--- src/rtl/sip_pkg.sv ---
// ---------------------------------------------------------------------------
// sip_pkg
// Shared definitions for the synaptic input processor:
//   - array sizes, weight/potential widths, firing threshold and leak
//   - FSM state encoding (IDLE / LOAD / ACCUM / FIRE)
//   - weight-table initialiser (w[i] = i)
// ---------------------------------------------------------------------------
package sip_pkg;

  localparam int N_SYN     = 16;               // presynaptic inputs
  localparam int SEL_WIDTH = $clog2(N_SYN);    // synapse index width
  localparam int W_WIDTH   = 4;                // unsigned synaptic weight
  localparam int POT_WIDTH = 12;               // unsigned membrane potential
  localparam int ACC_WIDTH = 8;                // holds sum of all 16 weights (max 120)
  localparam int THRESHOLD = 64;               // firing threshold
  localparam int LEAK      = 1;                // decrement applied every window

  typedef enum logic [1:0] {
    IDLE,
    LOAD,
    ACCUM,
    FIRE
  } state_t;

  typedef logic [N_SYN-1:0][W_WIDTH-1:0] weight_table_t;

  // Ramp table: synapse i carries weight i.
  function automatic weight_table_t init_weights();
    weight_table_t w;
    for (int i = 0; i < N_SYN; i++) begin
      w[i] = W_WIDTH'(i);
    end
    return w;
  endfunction

endpackage

--- src/rtl/synaptic_input_processor_lif_neuron.sv ---
// ---------------------------------------------------------------------------
// lif_neuron
// Leaky integrate-and-fire membrane. On each update strobe the potential
// becomes V + exc_acc - inh_acc - LEAK, clamped to [0, 2^POT_WIDTH-1];
// when that value reaches THRESHOLD the neuron fires and V resets to 0.
//
// Ports
//   clock    in   system clock, rising edge
//   reset    in   asynchronous, active-high; clears V
//   update   in   one-cycle strobe, high during the FIRE cycle
//   exc_acc  in   excitatory weight sum for the window
//   inh_acc  in   inhibitory weight sum for the window
//   fire     out  combinational; high when this update crosses threshold
// ---------------------------------------------------------------------------
module lif_neuron
  import sip_pkg::*;
(
  input  logic                 clock,
  input  logic                 reset,
  input  logic                 update,
  input  logic [ACC_WIDTH-1:0] exc_acc,
  input  logic [ACC_WIDTH-1:0] inh_acc,
  output logic                 fire
);

  // Two spare bits: one for the sign, one for headroom above 2^POT_WIDTH-1.
  localparam int SUM_WIDTH = POT_WIDTH + 2;

  localparam logic signed [SUM_WIDTH-1:0] LEAK_S  = SUM_WIDTH'(LEAK);
  localparam logic signed [SUM_WIDTH-1:0] V_MAX_S = SUM_WIDTH'((1 << POT_WIDTH) - 1);

  logic [POT_WIDTH-1:0]        v_q;
  logic signed [SUM_WIDTH-1:0] v_sum;
  logic [POT_WIDTH-1:0]        v_clamped;

  // NOTE: every always_comb output gets a default first so no path can
  // leave it unassigned and infer a latch.
  always_comb begin
    v_sum     = signed'({2'b00, v_q})
              + signed'(SUM_WIDTH'(exc_acc))
              - signed'(SUM_WIDTH'(inh_acc))
              - LEAK_S;
    v_clamped = v_sum[POT_WIDTH-1:0];
    if (v_sum < 0) begin
      v_clamped = '0;
    end else if (v_sum > V_MAX_S) begin
      v_clamped = '1;
    end
    fire = update && (v_clamped >= POT_WIDTH'(THRESHOLD));
  end

  // NOTE: sequential state uses non-blocking assignments so every register
  // samples pre-edge values, independent of statement order.
  always_ff @(posedge clock or posedge reset) begin
    if (reset) begin
      v_q <= '0;
    end else if (update) begin
      v_q <= fire ? '0 : v_clamped;
    end
  end

endmodule

--- src/rtl/synaptic_input_processor.sv ---
// ---------------------------------------------------------------------------
// synaptic_input_processor
// Time-multiplexed synaptic front end for one LIF neuron with 16 inputs.
// Each 18-cycle window: LOAD captures the spike vector and E/I mask, ACCUM
// walks synapses 0..15 adding stored weights into excitatory/inhibitory
// sums, FIRE updates the membrane and pulses the flush strobes that pace
// the upstream fetch logic.
//
// Ports
//   clock              in   system clock, rising edge
//   reset              in   asynchronous, active-high
//   write              in   run enable; a window starts only while high
//   parallel_spike_in  in   presynaptic spikes, bit i = synapse i
//   parallel_Ein       in   synapse type, 1 = excitatory, 0 = inhibitory
//   flush_weight       out  high during the FIRE cycle
//   flush_Ein          out  high during the FIRE cycle
//   flush_spike        out  high during the FIRE cycle
//   spike              out  one-cycle output spike, the cycle after FIRE
//   select             out  index of synapse being processed
//   toggle             out  inverts once per completed window
// ---------------------------------------------------------------------------
module synaptic_input_processor
  import sip_pkg::*;
(
  input  logic                 clock,
  input  logic                 reset,
  input  logic                 write,
  input  logic [N_SYN-1:0]     parallel_spike_in,
  input  logic [N_SYN-1:0]     parallel_Ein,
  output logic                 flush_weight,
  output logic                 flush_Ein,
  output logic                 flush_spike,
  output logic                 spike,
  output logic [SEL_WIDTH-1:0] select,
  output logic                 toggle
);

  // NOTE: the weight table has no write path, so it is a constant rather
  // than a reset register array; it always equals its reset image.
  localparam weight_table_t WEIGHTS = init_weights();

  state_t               state_q;
  logic [N_SYN-1:0]     spk_q;
  logic [N_SYN-1:0]     ein_q;
  logic [ACC_WIDTH-1:0] exc_acc;
  logic [ACC_WIDTH-1:0] inh_acc;
  logic                 flush_q;
  logic                 fire;

  lif_neuron u_lif (
    .clock   (clock),
    .reset   (reset),
    .update  (state_q == FIRE),
    .exc_acc (exc_acc),
    .inh_acc (inh_acc),
    .fire    (fire)
  );

  // The three strobes are one request seen by three upstream fetchers.
  assign flush_weight = flush_q;
  assign flush_Ein    = flush_q;
  assign flush_spike  = flush_q;

  always_ff @(posedge clock or posedge reset) begin
    if (reset) begin
      state_q <= IDLE;
      select  <= '0;
      spk_q   <= '0;
      ein_q   <= '0;
      exc_acc <= '0;
      inh_acc <= '0;
      flush_q <= 1'b0;
      spike   <= 1'b0;
      toggle  <= 1'b0;
    end else begin
      // Strobes are single-cycle unless re-asserted below.
      flush_q <= 1'b0;
      spike   <= 1'b0;
      unique case (state_q)
        IDLE: begin
          select <= '0;
          if (write) begin
            state_q <= LOAD;
          end
        end
        LOAD: begin
          spk_q   <= parallel_spike_in;
          ein_q   <= parallel_Ein;
          exc_acc <= '0;
          inh_acc <= '0;
          select  <= '0;
          state_q <= ACCUM;
        end
        ACCUM: begin
          if (spk_q[select]) begin
            if (ein_q[select]) begin
              exc_acc <= exc_acc + ACC_WIDTH'(WEIGHTS[select]);
            end else begin
              inh_acc <= inh_acc + ACC_WIDTH'(WEIGHTS[select]);
            end
          end
          // Wraps to 0 after the last synapse.
          select <= select + 1'b1;
          if (select == SEL_WIDTH'(N_SYN - 1)) begin
            state_q <= FIRE;
            flush_q <= 1'b1;   // registered so it lines up with FIRE
          end
        end
        FIRE: begin
          spike   <= fire;
          toggle  <= ~toggle;
          state_q <= write ? LOAD : IDLE;
        end
        default: begin
          state_q <= IDLE;
        end
      endcase
    end
  end

endmodule

--- config.mk ---
export PLATFORM = sky130hd
export DESIGN_NAME = synaptic_input_processor
export DESIGN_NICKNAME = d
export VERILOG_FILES = /design/src/rtl/sip_pkg.sv /design/src/rtl/synaptic_input_processor_lif_neuron.sv /design/src/rtl/synaptic_input_processor.sv
export SDC_FILE = /design/constraint.sdc
export NUM_CORES = 1
export LEC_CHECK = 0
export CAP_MARGIN = 20
export CORE_AREA = 8 8 97 99
export DETAILED_ROUTE_END_ITERATION = 16
export DIE_AREA = 0 0 105 107
export PLACE_DENSITY_LB_ADDON = 0.15
export SETUP_SLACK_MARGIN = 0.2
export SYNTH_ARGS = -nofsm -noshare
export SYNTH_HDL_FRONTEND = slang
export SYNTH_HIERARCHICAL = 1
export SYNTH_SLANG_ARGS = --single-unit
--- constraint.sdc ---
create_clock -name clock -period 3.9 [get_ports clock]
set_input_delay 0.78 -clock clock [delete_from_list [all_inputs] [get_ports clock]]
set_output_delay 0.78 -clock clock [all_outputs]
set_load 0.1 [all_outputs]
; ---- After elaboration in Yosys (flattened, before gate mapping)
; Memories as Yosys holds them, arrays and structs flattened.
; Cells that the tools add are included.
[totals]
romBits = 64
elab_cells = 61
output_inout_bits = 9
memories = 1
ff_bits = 69
[classes]
eq_ne = 9
reduce_logical = 8
muxes = 22
add_sub_neg = 6
bitwise = 1
n_lt_le_gt_ge = 4
[mem_list]
columns = memory, depth, word_bits, read_ports, rd_clocked_by_memory_dff, wr, line_no
row1 = (no name shown), 16, 4, 1, 0, 0, synaptic_input_processor.sv:99  ; inh_acc <= inh_acc + ACC_WIDTH'(WEIGHTS[select]);
[op_table]
columns = cell, count
row1 = $mux 12, 3
row2 = $mux 8, 4
row3 = $pmux 8 s2, 2
row4 = $add 8x4->8, 2
row5 = $gt 14x13->1 const B, 1
row6 = $lt 14x1->1 const B, 1
row7 = $sub 14x2->14 const B, 1
row8 = $sub 14x9->14, 1
row9 = $add 12x8->13, 1
row10 = $ge 12x7->1 const B, 1
row11 = $ne 2x2->1 const B, 5
row12 = $bmux 1 s4, 2
row13 = $pmux 2 s4, 1
row14 = $pmux 4 s2, 1
row15 = $mux 1, 6
row16 = $reduce_and 3->1, 2
row17 = $lt 4x5->1 const B, 1
row18 = $add 4x1->4 const B, 1
row19 = $eq 2x2->1 const B, 2
row20 = $eq 4x4->1 const B, 1
row21 = $mux 2, 2
row22 = $mux 4, 1
row23 = $reduce_bool 2->1, 2
row24 = $eq 2x1->1 const B, 1
row25 = 5 further kinds, 5

; ---- Logic depth before layout (Yosys ltp)
; Gate-level depths: netlist (run 1).
[logic_depth]
depth_word = 9
ltp_mapped = 13

; ---- Modules after synthesis
; Netlist (run 1), hierarchy kept.
[by_module_without_submodules]
columns = mod, cells_each, seq_area_each_um2, instances, area_per_inst_um2
row1 = synaptic_input_processor, 264, 1426.4, 1, 3061.7
row2 = lif_neuron, 153, 300.3, 1, 1333.8

; ---- Least setup slack after synthesis (run 1)
; Ideal clock, no wire load.
[synth_timing]
kind = register -> register
from = reg exc_acc[1]
to = reg spike
slack_ns = 0.925
n_path_buf = 0
synth_period_minus_slack_ns = 2.975
path_stages_with_launch = 12
arrival_ns = 2.856
path_cell_list = dfrtp_1 -> fa_1 -> ha_1 -> inv_1 -> fa_1 -> and2b_1 -> o2111ai_1 -> a211o_1 -> nand3_1 -> nand4_2 -> o21a_1 -> and2_1
[synth_via]
elab_chain_len = 9
[synth_rtl]
columns = item, line_no
row1 = start: declaration, synaptic_input_processor.sv:45  ; logic [ACC_WIDTH-1:0] exc_acc;
row2 = start signal: assignment, synaptic_input_processor.sv:97  ; exc_acc <= exc_acc + ACC_WIDTH'(WEIGHTS[select]);
row3 = $add 12x8->13 *, synaptic_input_processor_lif_neuron.sv:40  ; + signed'(SUM_WIDTH'(exc_acc))
row4 = $sub 14x9->14 *, synaptic_input_processor_lif_neuron.sv:41  ; - signed'(SUM_WIDTH'(inh_acc))
row5 = $sub 14x2->14 *, synaptic_input_processor_lif_neuron.sv:42  ; - LEAK_S;
row6 = $gt 14x13->1, synaptic_input_processor_lif_neuron.sv:46  ; end else if (v_sum > V_MAX_S) begin
row7 = $mux 12, synaptic_input_processor_lif_neuron.sv:46
row8 = $mux 12 *, synaptic_input_processor_lif_neuron.sv:44  ; if (v_sum < 0) begin
row9 = $ge 12x7->1 *, synaptic_input_processor_lif_neuron.sv:49  ; fire = update && (v_clamped >= POT_WIDTH'(THRESHOLD));
row10 = $logic_and 1x1->1 *, synaptic_input_processor_lif_neuron.sv:49
row11 = named net fire, synaptic_input_processor.sv:48  ; logic fire;
row12 = $mux 1 *, synaptic_input_processor.sv:79  ; unique case (state_q)
row13 = end signal: assignment, synaptic_input_processor.sv:110  ; spike <= fire;
row14 = end: declaration, synaptic_input_processor.sv:33  ; output logic spike,
; The timed path passes the listed nets; every way through them passes the cells marked *.
; A chain may end at the register's enable or synchronous reset.

; ---- Worst setup path after layout (run 1)
; Ends and elaborated chain as after synthesis.

==> results.tsv, run 1 <==
stage	metric	value	unit
critical_path	cp-end-kind	flip-flop	
placed_design	io_buffers	43	
clock_tree	htree_levels	3	
yosys	synthesis.instances	417	
run	maxCapViolations	0	
min_path	hold_end	toggle	
yosys	synth-edff-count	0	
die	die_y	107	um
grt	track_usage	16.8	%
yosys	synth-warning-count	6	
min_path	hold_class	reg -> reg	
critical_path	path_max_fanout	7	
clock_tree	numCtsBuffers	9	
clock_tree	clkSlewWorstSetupHoldPaths	0.07	ns
route	drt_pre_antenna_iters	4	
pwr	power_density	596	nW/um2
yosys	synth_cell_types	63	
yosys	yosys.area.top_type	dfrtp_1	
timing	tns	0	ns
yosys	synth_seq_cells	69	
yosys	synth_nets	488	
yosys	netlist_area	4400	um2
die	chipWidth	105	um
layout	drive_gt1_share	17.1	%
clock_tree	post_cts_buffers	0	
die	core	7930	um2
critical_path	worstPathRequired	4.13	ns
pwr	p_sw	1.11	mW
grt	antenna_found_initial	0	
timing	fin_skew	0.0106	ns
critical_path	arrival	3.42	ns
pwr	p_comb_share	43.9	%
clock_tree	cts_root_buf	clkbuf_8	
route	detailroute.via_count	3167	
pwr	clkPwrFrac	21.0	%
timing	slew_violations	0	
timing	rsz0062_at_grt	no	
critical_path	r2r_slack	0.71	ns
pwr	seqPwrFrac	35.1	%
route	drc	0	
timing	timing.max_slew.rel_slack	34.3	%
yosys	avgSynthCellArea	10.5	um2
layout	n_fill_cell	663	
clock_tree	cts.path.max_buffers	2	
route	totalWireLength	8990	um
die	die_area	11200	um2
placed_design	hpwl	6660	um
min_path	hold_start	toggle	
timing	setup_violations	0	
yosys	async_flop_share	100	%
pwr	ir_worst_vdd	444	uV
route	routedWlPerCell	15.8	um
yosys	yosys-top-cells-area	dfrtp_1 39%, mux2_2 10%, ha_1 7.1%	
pwr	intPower	1.93	mW
clock_tree	post_cts_resized	0	
critical_path	critical_path_class	reg -> reg	
die	initial_utilization	55.4	%
route	drt-initial-drc-count	174	
critical_path	startpoint_type	flip-flop	
timing	min_period	3.19	ns
timing	fmax	313	MHz
layout	area_growth	16.0	%
grt	first_global_vias	3319	
grt	grt_max_degree	39	
layout	nNetsFinal	530	
grt	overflow	0	
critical_path	reg2regPathDepth	11	
min_path	holdPathStages	1	
route	postRouteAntennaNets	0	
yosys	ys_seq_area_share	39.3	%
pwr	leakage	2.30	nW
layout	layout_commonest_cell	dfrtp_1	
clock_tree	hold_buffers	0	
timing	hold_viol_final	0	
critical_path	worstReg2RegEnd	spike	
timing	finalCritPeriodShare	81.8	%
clock_tree	cts.sinks	69	
route	viasPerCell	5.58	
yosys	yosys.area.top_type_share	39.3	%
die	ios	44	
die	core.rowCount	33	
yosys	synth_ff_type	dfrtp_1	
layout	n_antenna_cell	0	
pwr	finalPower	3.04	mW
placed_design	gp_congestion	0.890	
critical_path	crit-reg2reg-launch	exc_acc[1]	
clock_tree	worstSkewPairLatency	0.34	ns
grt	grt_pass1_wl	15500	um
pwr	swShare	36.5	%
clock_tree	cts_tree	yes	
status	outcome	complete, no violations	
timing	worst_pin_slew	0.982	ns
layout	final_cell_mix	69 x dfrtp_1, 46 x inv_1, 40 x mux2_2, 40 x clkdlybuf4s50_1, 30 x nand2_1	
metal layers:
metal | GRT usage [%] | wire length (um)
met5 | 0 | 0
met4 | 5.20 | 102
met2 | 26.4 | 4120
met1 | 22.9 | 4340
met3 | 3.12 | 437
cell families after synthesis:
logic type | count (synthesis) | share of synthesized area (%)
buf+inv | 64 | 6.83
simple gates | 92 | 10.4
flops | 69 | 39.3
fa+ha+maj | 36 | 12.1
mux | 48 | 12.1
compound gates | 98 | 17.3
xor+xnor | 10 | 1.99
through the flow:
stage                     cell area (um2)  hold slack, ns  utilization [%]  setup slack, ns  instances
final                                5100           0.470             64.3            0.710        568
after global routing                 5100           0.491             64.3            0.544        568
after CTS                            5070           0.478             64.0            0.711        567
after detailed placement             4860           0.462             61.3            0.736        552
after global placement               4860           0.455             61.3            0.772        552
after floorplan                      4400           0.456                -            0.925        417
worst max path at each step:
stage	startpoint	endpoint	slack (ns)	depth (start not counted)
after floorplan	exc_acc[1]	spike	0.93	11
after global placement	exc_acc[1]	spike	0.77	11
after detailed placement	exc_acc[1]	spike	0.74	11
after CTS	exc_acc[1]	spike	0.71	11
after global routing	inh_acc[1]	spike	0.54	12
final	exc_acc[1]	spike	0.71	11
sequential cells by signal (all words and copies together), names as in the netlist:
name	count
spike	1
state_q	2
select	4
toggle	1
flush_Ein	1
u_lif/v_q	12
exc_acc	8
spk_q	16
inh_acc	8
ein_q	16
synth_stat cells, types with 5 or more instances:
| library cell | count |
|---|---|
| a211o_1 | 5 |
| a21o_1 | 10 |
| a21oi_1 | 16 |
| a22o_1 | 6 |
| clkbuf_1 | 5 |
| dfrtp_1 | 69 |
| fa_1 | 11 |
| ha_1 | 25 |
| inv_1 | 47 |
| mux2_2 | 40 |
| mux2i_1 | 8 |
| nand2_1 | 30 |
| nand2b_1 | 6 |
| nand3_1 | 7 |
| nor2_1 | 20 |
| o21ai_0 | 15 |
| xnor2_1 | 5 |
| xor2_1 | 5 |
final cells by class:
cell class              instances  area (um2)  area share, %
inverters                      47         176           3.46
multi-input cells             284        2370           46.5
repair buffers                 48         480           9.43
clock buffers                  11         141           2.77
well taps                     105         131           2.58
flip-flops and latches         69        1730           33.9
clock inverters                 4        72.6           1.42
power by group through the flow:
| stage | clock, mW | combinational [mW] | sequential [mW] |
|---|---|---|---|
| CTS | 0.654 | 1.32 | 1.08 |
| finish | 0.637 | 1.33 | 1.07 |
| global route | 0.677 | 1.46 | 1.10 |
| floorplan | 0 | 1.01 | 1.12 |
| detailed placement | 0 | 1.31 | 1.10 |
| global placement | 0 | 1.28 | 1.09 |
critical path: stages (launching register included):
cell and delay, ns:
dfrtp_1 0.46, fa_1 0.56, ha_1 0.16, inv_1 0.05
fa_1 0.39, and2b_1 0.23, o2111ai_1 0.15, a211o_1 0.38
nand3_1 0.11, nand4_2 0.19, o21a_1 0.24, and2_1 0.14
(Power assumes the default switching activity.)
==> run 2, diff against run 1 <==
--- a/config.mk
+++ b/config.mk
@@ -6,9 +6,9 @@
 export NUM_CORES = 1
 export LEC_CHECK = 0
 export CAP_MARGIN = 20
-export CORE_AREA = 8 8 97 99
+export CORE_AREA = 8 8 101 103
 export DETAILED_ROUTE_END_ITERATION = 16
-export DIE_AREA = 0 0 105 107
+export DIE_AREA = 0 0 109 111
 export PLACE_DENSITY_LB_ADDON = 0.15
 export SETUP_SLACK_MARGIN = 0.2
 export SYNTH_ARGS = -nofsm -noshare
==> constraint.sdc (replaced) <==
create_clock -name clock -period 2.6 [get_ports clock]
set_input_delay 0.52 -clock clock [delete_from_list [all_inputs] [get_ports clock]]
set_output_delay 0.52 -clock clock [all_outputs]
set_load 0.1 [all_outputs]
==> run 2 against run 1 <==
Compared with the run above: the run now ends with setup timing left; maximum frequency rose by 8.2%; wire length rose by 8.1%; global-route usage rose by 0.25 points; via count rose by 5.6%; design area rose by 7.2%; highest routed layer unchanged; first-iteration DRC count fell by 1.7%.
==> results.tsv, run 2 (synthesized netlist as in run 1, its figures left out) <==
stage	metric	value	unit	change
status	outcome	complete, but fails checks		
status	violations	setup timing		
clock_tree	cts.path.max_buffers	2		unchanged
timing	min_period	2.95	ns	-0.241 ns
pwr	leakage	2.52	nW	+9.6%
die	ios	44		unchanged
clock_tree	cts.sinks	69		unchanged
route	viasPerCell	5.47		-1.8%
layout	instances_no_fill	611		+7.6%
grt	grt_max_degree	55		+41%
die	core	8550	um2	+7.9%
critical_path	crit-reg2reg-launch	exc_acc[1]		
critical_path	worstPathRequired	2.86	ns	-1.27 ns
clock_tree	clkSlewWorstSetupHoldPaths	0.08	ns	about the same
grt	overflow	0		unchanged
timing	timing.max_slew.rel_slack	66.3	%	+32 points
critical_path	reg2regPathDepth	10		-1
critical_path	crit_path_start	exc_acc[1]		
min_path	hold_class	in -> async		
timing	hold_viol_final	0		unchanged
route	wl_met3	342	um	-22%
timing	slew_violations	0		unchanged
grt	first_global_vias	3440		+3.6%
clock_tree	worstSkewPairLatency	0.35	ns	about the same
critical_path	crit_slowest_cell	fa_1		
die	die_y	111	um	+3.7%
layout	reg_top3	ein_q: 16 flops, spk_q: 16 flops, u_lif/v_q: 12 flops		
route	drt_pre_antenna_iters	7		+3
timing	fmax	339	MHz	+8.2%
critical_path	cp-endpoint	u_lif/v_q[3]		
timing	fin_ws	-0.349	ns	-1.06 ns
critical_path	worstReg2RegEnd	u_lif/v_q[3]		
route	wl_met2	4580	um	+11%
timing	tns	-2.02	ns	-2.02 ns
route	drc	0		unchanged
clock_tree	cts_root_buf	clkbuf_8		
timing	worst_pin_slew	0.505	ns	-0.477 ns
grt	grt_pass1_wl	16500	um	+6.6%
layout	multi_input_area	2420	um2	+2.1%
run	maxCapViolations	0		unchanged
pwr	ir_worst_vdd	517	uV	+16%
layout	n_fill_cell	693		+4.5%
critical_path	critical-path-max-stage-delay	0.55	ns	about the same
route	detailroute.via_count	3345		+5.6%
timing	fin_skew	0.00935	ns	-0.00123 ns
layout	regArea	1730	um2	+0.36%
critical_path	arrival	3.20	ns	-0.22 ns
placed_design	pre_cts_slack	-0.350	ns	-1.09 ns
critical_path	startpoint_type	flip-flop		
placed_design	placed_cell_area	5160	um2	+6.4%
placed_design	io_buffers	43		unchanged
clock_tree	numCtsBuffers	9		unchanged
timing	rsz0062_at_grt	yes		
layout	fin_area	5460	um2	+7.2%
clock_tree	cts_tree	yes		
layout	final_cell_mix	66 x dfrtp_1, 51 x buf_4, 45 x inv_1		
die	die_area	12100	um2	+7.7%
die	chipWidth	109	um	+3.8%
critical_path	crit_chain	fa_1 -> ha_2 -> inv_2 -> fa_2 -> and2b_1 -> o2111ai_2 -> a211o_1 -> a31oi_4 -> nand2_1 -> o32ai_2		
layout	n_antenna_cell	0		unchanged
placed_design	hpwl	7250	um	+8.8%
layout	layout_commonest_cell	dfrtp_1		
critical_path	path_max_fanout	7		unchanged
critical_path	cp-end-kind	flip-flop		
placed_design	place_inst	592		+7.2%
layout	area_growth	24.3	%	
route	highest_layer	met4		
critical_path	critical_path_class	reg -> reg		
die	initial_utilization	51.4	%	-4.0 points
timing	setup_violations	7		+7
die	core.rowCount	34		+3.0%
route	routedWlPerCell	15.9	um	+0.51%
pwr	power_density	882	nW/um2	+48%
clock_tree	htree_levels	3		unchanged
grt	antenna_found_initial	0		unchanged
route	totalWireLength	9720	um	+8.1%
clock_tree	hold_buffers	0		unchanged
layout	fin_util	63.9	%	-0.41 points
route	postRouteAntennaNets	0		unchanged
timing	finalCritPeriodShare	113	%	+32 points
critical_path	r2r_slack	-0.35	ns	-1.06 ns
layout	nNetsFinal	569		+7.4%
route	drt-initial-drc-count	171		-1.7%
route	drt-met1-wl	4660	um	+7.5%
grt	track_usage	17.0	%	+0.25 points
placed_design	gp_congestion	0.829		-6.9%
layout	drive_gt1_share	27.4	%	+10 points
-- run 2: cell count changes in the layout (fill, tap and decap cells not counted), sizes merged --
cell	previous run	this run
buf	8	53
bufinv	2	3
clkbuf	11	9
clkdlybuf4s50	40	34
clkinvlp	1	2
inv	47	48
-- run 2: per-layer routing --
metal	vias up	GRT usage, %
met5	-	0
met4	0	6.30
met3	13	3.37
met2	58	25.5
met1	1646	23.5
li1	1628	-
-- run 2: layout make-up --
| type | count | share of cell area (%) |
|---|---|---|
| repair buffers | 87 | 13.8 |
| multi-input cells | 284 | 44.3 |
| flip-flops and latches | 69 | 31.7 |
| clock inverters | 7 | 2.24 |
| inverters | 47 | 3.23 |
| well taps | 108 | 2.47 |
| clock buffers | 9 | 2.27 |
-- run 2: power breakdown --
part | internal (mW) | total [mW] | leakage, nW | switching (mW)
registers | 1.40 | 1.59 | 0.879 | 0.198
clock network | 0.641 | 1.08 | 0.116 | 0.436
logic | 1.02 | 2.15 | 1.53 | 1.13
-- run 2: what timing repair did --
| item | 4_1_cts | 5_1_grt |
|---|---|---|
| setup endpoints to repair | 8 | 10 |
| pin swaps | 3 | 1 |
| setup buffers | 1 | 2 |
| resized for setup | 5 | 3 |
-- run 2: worst max-delay path: cells and delay by family (launching register included) --
kind	cells	cell delay, ns
AO/OA/AOI/OAI	4	0.99
adder cells (fa/ha/maj)	3	1.08
AND/OR/NAND/NOR	2	0.35
buffers and inverters	1	0.04
flip-flops	1	0.40
-- run 2: worst min-delay path by stage --
stage,startpoint,slack (ns),cells after the start,endpoint
2_1_floorplan,reset,0.38,1,u_lif/v_q[0]
3_3_place_gp,toggle,0.46,1,toggle
3_5_place_dp,toggle,0.47,1,toggle
4_1_cts,reset,0.36,2,toggle
5_1_grt,reset,0.39,2,ein_q[3]
6_report,reset,0.38,2,toggle
-- run 2: through the flow --
stage	total power, mW	hold slack [ns]
final	4.82	0.376
after global routing	5.16	0.389
after CTS	4.84	0.356
after detailed placement	3.72	0.468
after global placement	3.65	0.457
after floorplan	3.22	0.385
==> run 3, diff against run 2 <==
--- a/config.mk
+++ b/config.mk
@@ -6,11 +6,11 @@
 export NUM_CORES = 1
 export LEC_CHECK = 0
 export CAP_MARGIN = 20
-export CORE_AREA = 8 8 101 103
+export CORE_AREA = 8 8 131 133
+export CTS_CLUSTER_SIZE = 28
 export DETAILED_ROUTE_END_ITERATION = 16
-export DIE_AREA = 0 0 109 111
+export DIE_AREA = 0 0 139 141
 export PLACE_DENSITY_LB_ADDON = 0.15
-export SETUP_SLACK_MARGIN = 0.2
 export SYNTH_ARGS = -nofsm -noshare
 export SYNTH_HDL_FRONTEND = slang
 export SYNTH_HIERARCHICAL = 1
==> run 3 against run 2 <==
Compared with the run above: the flow still finishes with violations (setup timing); largest power group unchanged; die area increased by 62%; sequential cell count stayed put; highest routed layer unchanged; global-route usage shrank 5.9 points; combinational power about the same; setup slack improved by 0.014 ns; via count unchanged; register-to-register slack barely moved; critical path type unchanged; hold slack better by 0.088 ns; sequential share of layout area is 1.0 points lower; cell count grew 14%; count of clock-buffer cells in the layout grew 2.
==> results.tsv, run 3 (synthesized netlist as in run 1, its figures left out) <==
stage	metric	value	unit	change
status	outcome	complete, but fails checks		
status	violations	setup timing		
critical_path	reg2regPathDepth	11		+1
grt	antenna_found_initial	0		unchanged
placed_design	gp_congestion	0.800		-3.5%
route	viasPerCell	4.81		-12%
placed_design	place_inst	676		+14%
critical_path	worstPathRequired	2.82	ns	-0.04 ns
die	chipWidth	139	um	+28%
pwr	leakage	2.56	nW	+1.5%
layout	layout_commonest_cell	dfrtp_1		
placed_design	io_buffers	43		unchanged
critical_path	arrival	3.15	ns	-0.05 ns
die	die_y	141	um	+27%
die	core	15000	um2	+75%
placed_design	hpwl	8040	um	+11%
die	core.rowCount	45		+32%
layout	nNetsFinal	573		+0.70%
timing	finalCritPeriodShare	113	%	-0.52 points
grt	grt_pass1_wl	17700	um	+6.8%
run	maxCapViolations	0		unchanged
grt	grt_max_degree	41		-25%
clock_tree	worstSkewPairLatency	0.33	ns	-0.02 ns
timing	timing.max_slew.rel_slack	63.3	%	-3.0 points
route	postRouteAntennaNets	0		unchanged
die	ios	44		unchanged
min_path	hold_class	reg -> reg		
route	drt-met1-wl	4730	um	+1.5%
timing	setup_violations	7		unchanged
clock_tree	clkSlewWorstSetupHoldPaths	0.06	ns	-0.02 ns
timing	worst_pin_slew	0.549	ns	+0.0435 ns
layout	n_antenna_cell	0		unchanged
route	detailroute.via_count	3345		unchanged
timing	hold_viol_final	0		unchanged
layout	area_growth	28.3	%	
pwr	power_density	881	nW/um2	about the same
timing	rsz0062_at_grt	yes		
route	highest_layer	met4		
timing	min_period	2.94	ns	-0.0136 ns
critical_path	cp-end-kind	flip-flop		
route	drt_pre_antenna_iters	4		-3
route	drt-initial-drc-count	131		-23%
layout	final_cell_mix	66 x dfrtp_1, 56 x buf_4, 45 x inv_1		
route	totalWireLength	10400	um	+7.1%
clock_tree	htree_levels	3		unchanged
layout	instances_no_fill	695		+14%
clock_tree	cts.sinks	69		unchanged
clock_tree	numCtsBuffers	9		unchanged
timing	slew_violations	0		unchanged
timing	fin_skew	0.00872	ns	-0.000629 ns
clock_tree	cts.path.max_buffers	2		unchanged
clock_tree	cts_root_buf	clkbuf_16		
layout	n_fill_cell	1510		+120%
critical_path	path_max_fanout	7		unchanged
pwr	ir_worst_vdd	428	uV	-17%
route	drc	0		unchanged
route	routedWlPerCell	15.0	um	-5.8%
route	wl_met3	416	um	+22%
clock_tree	hold_buffers	0		unchanged
die	initial_utilization	29.3	%	-22 points
critical_path	startpoint_type	flip-flop		
clock_tree	cts_tree	yes		
grt	overflow	0		unchanged
critical_path	critical_path_class	reg -> reg		
route	wl_met2	5140	um	+12%
layout	drive_gt1_share	27.4	%	about the same
grt	track_usage	11.1	%	-5.9 points
die	die_area	19600	um2	+62%
grt	first_global_vias	3620		+5.2%
timing	fmax	341	MHz	+0.46%
min_path	holdPathStages	1		
placed_design	pre_cts_slack	-0.287	ns	+0.0624 ns
layout	reg_top3	ein_q: 16 flops, spk_q: 16 flops, u_lif/v_q: 12 flops		
timing	fin_ws	-0.336	ns	+0.0136 ns
run 3: worst paths after layout:
| path | start | to | slack (ns) |
|---|---|---|---|
| setup / recovery | exc_acc[1] | spike | -0.34 |
| hold / removal | toggle | toggle | 0.46 |
| setup reg to reg | exc_acc[1] | spike | -0.34 |
| hold reg to reg | toggle | toggle | 0.46 |
| max in group asynchronous | reset | spk_q[3] | 1.48 |
| min in group asynchronous | reset | spike | 0.54 |
run 3: final cells by class:
type	instances	area, um2	area share [%]
clock buffer	11	233	4.13
clock inverter	5	61.3	1.09
inverter	47	176	3.13
multi-input combinational	284	2420	42.9
sequential	69	1730	30.7
tap	188	235	4.17
timing repair buffer	91	781	13.8
run 3: layer usage:
layer | GRT usage [%] | vias up
li1 | - | 1630
met3 | 2.43 | 9
met5 | 0 | -
met1 | 13.8 | 1646
met4 | 3.93 | 0
met2 | 18.7 | 60
run 3: through the flow:
step / hold WS, ns / TNS (ns) / utilization, % / total power [mW] / cell area (um2)
finish: 0.464 / -1.94 / 37.6 / 4.97 / 5640
CTS: 0.470 / -1.99 / 37.4 / 5.03 / 5600
floorplan: 0.385 / -1.20 / - / 3.22 / 4420
detailed placement: 0.460 / -1.84 / 35.3 / 3.76 / 5290
global placement: 0.454 / -1.67 / 35.3 / 3.72 / 5290
global route: 0.496 / -3.04 / 37.6 / 5.33 / 5640
run 3: repair_timing:
| item | 4_1_cts | 5_1_grt |
|---|---|---|
| hold endpoints to repair | 0 | 0 |
| gates cloned | 0 | 0 |
| gates resized for setup | 3 | 3 |
| buffers inserted | 1 | 2 |
| pin swaps | 2 | 4 |
| setup endpoints to repair | 7 | 7 |
run 3: worst max-delay path, cell delays in order (launching register included):
cell and delay [ns]:
dfrtp_1 0.40, fa_1 0.55, ha_2 0.19, inv_2 0.04, fa_2 0.33, and2b_1 0.23
o2111ai_2 0.14, a211o_1 0.35, nand3_2 0.10, nand4_4 0.15, o21a_1 0.21, and2_1 0.15
run 3: power by group:
part | total (mW) | switching [mW] | internal, mW | leakage (nW)
sequential | 1.61 | 0.216 | 1.40 | 0.879
clock | 1.22 | 0.477 | 0.745 | 0.132
combinational | 2.14 | 1.12 | 1.02 | 1.55
total | 4.97 | 1.81 | 3.16 | 2.56
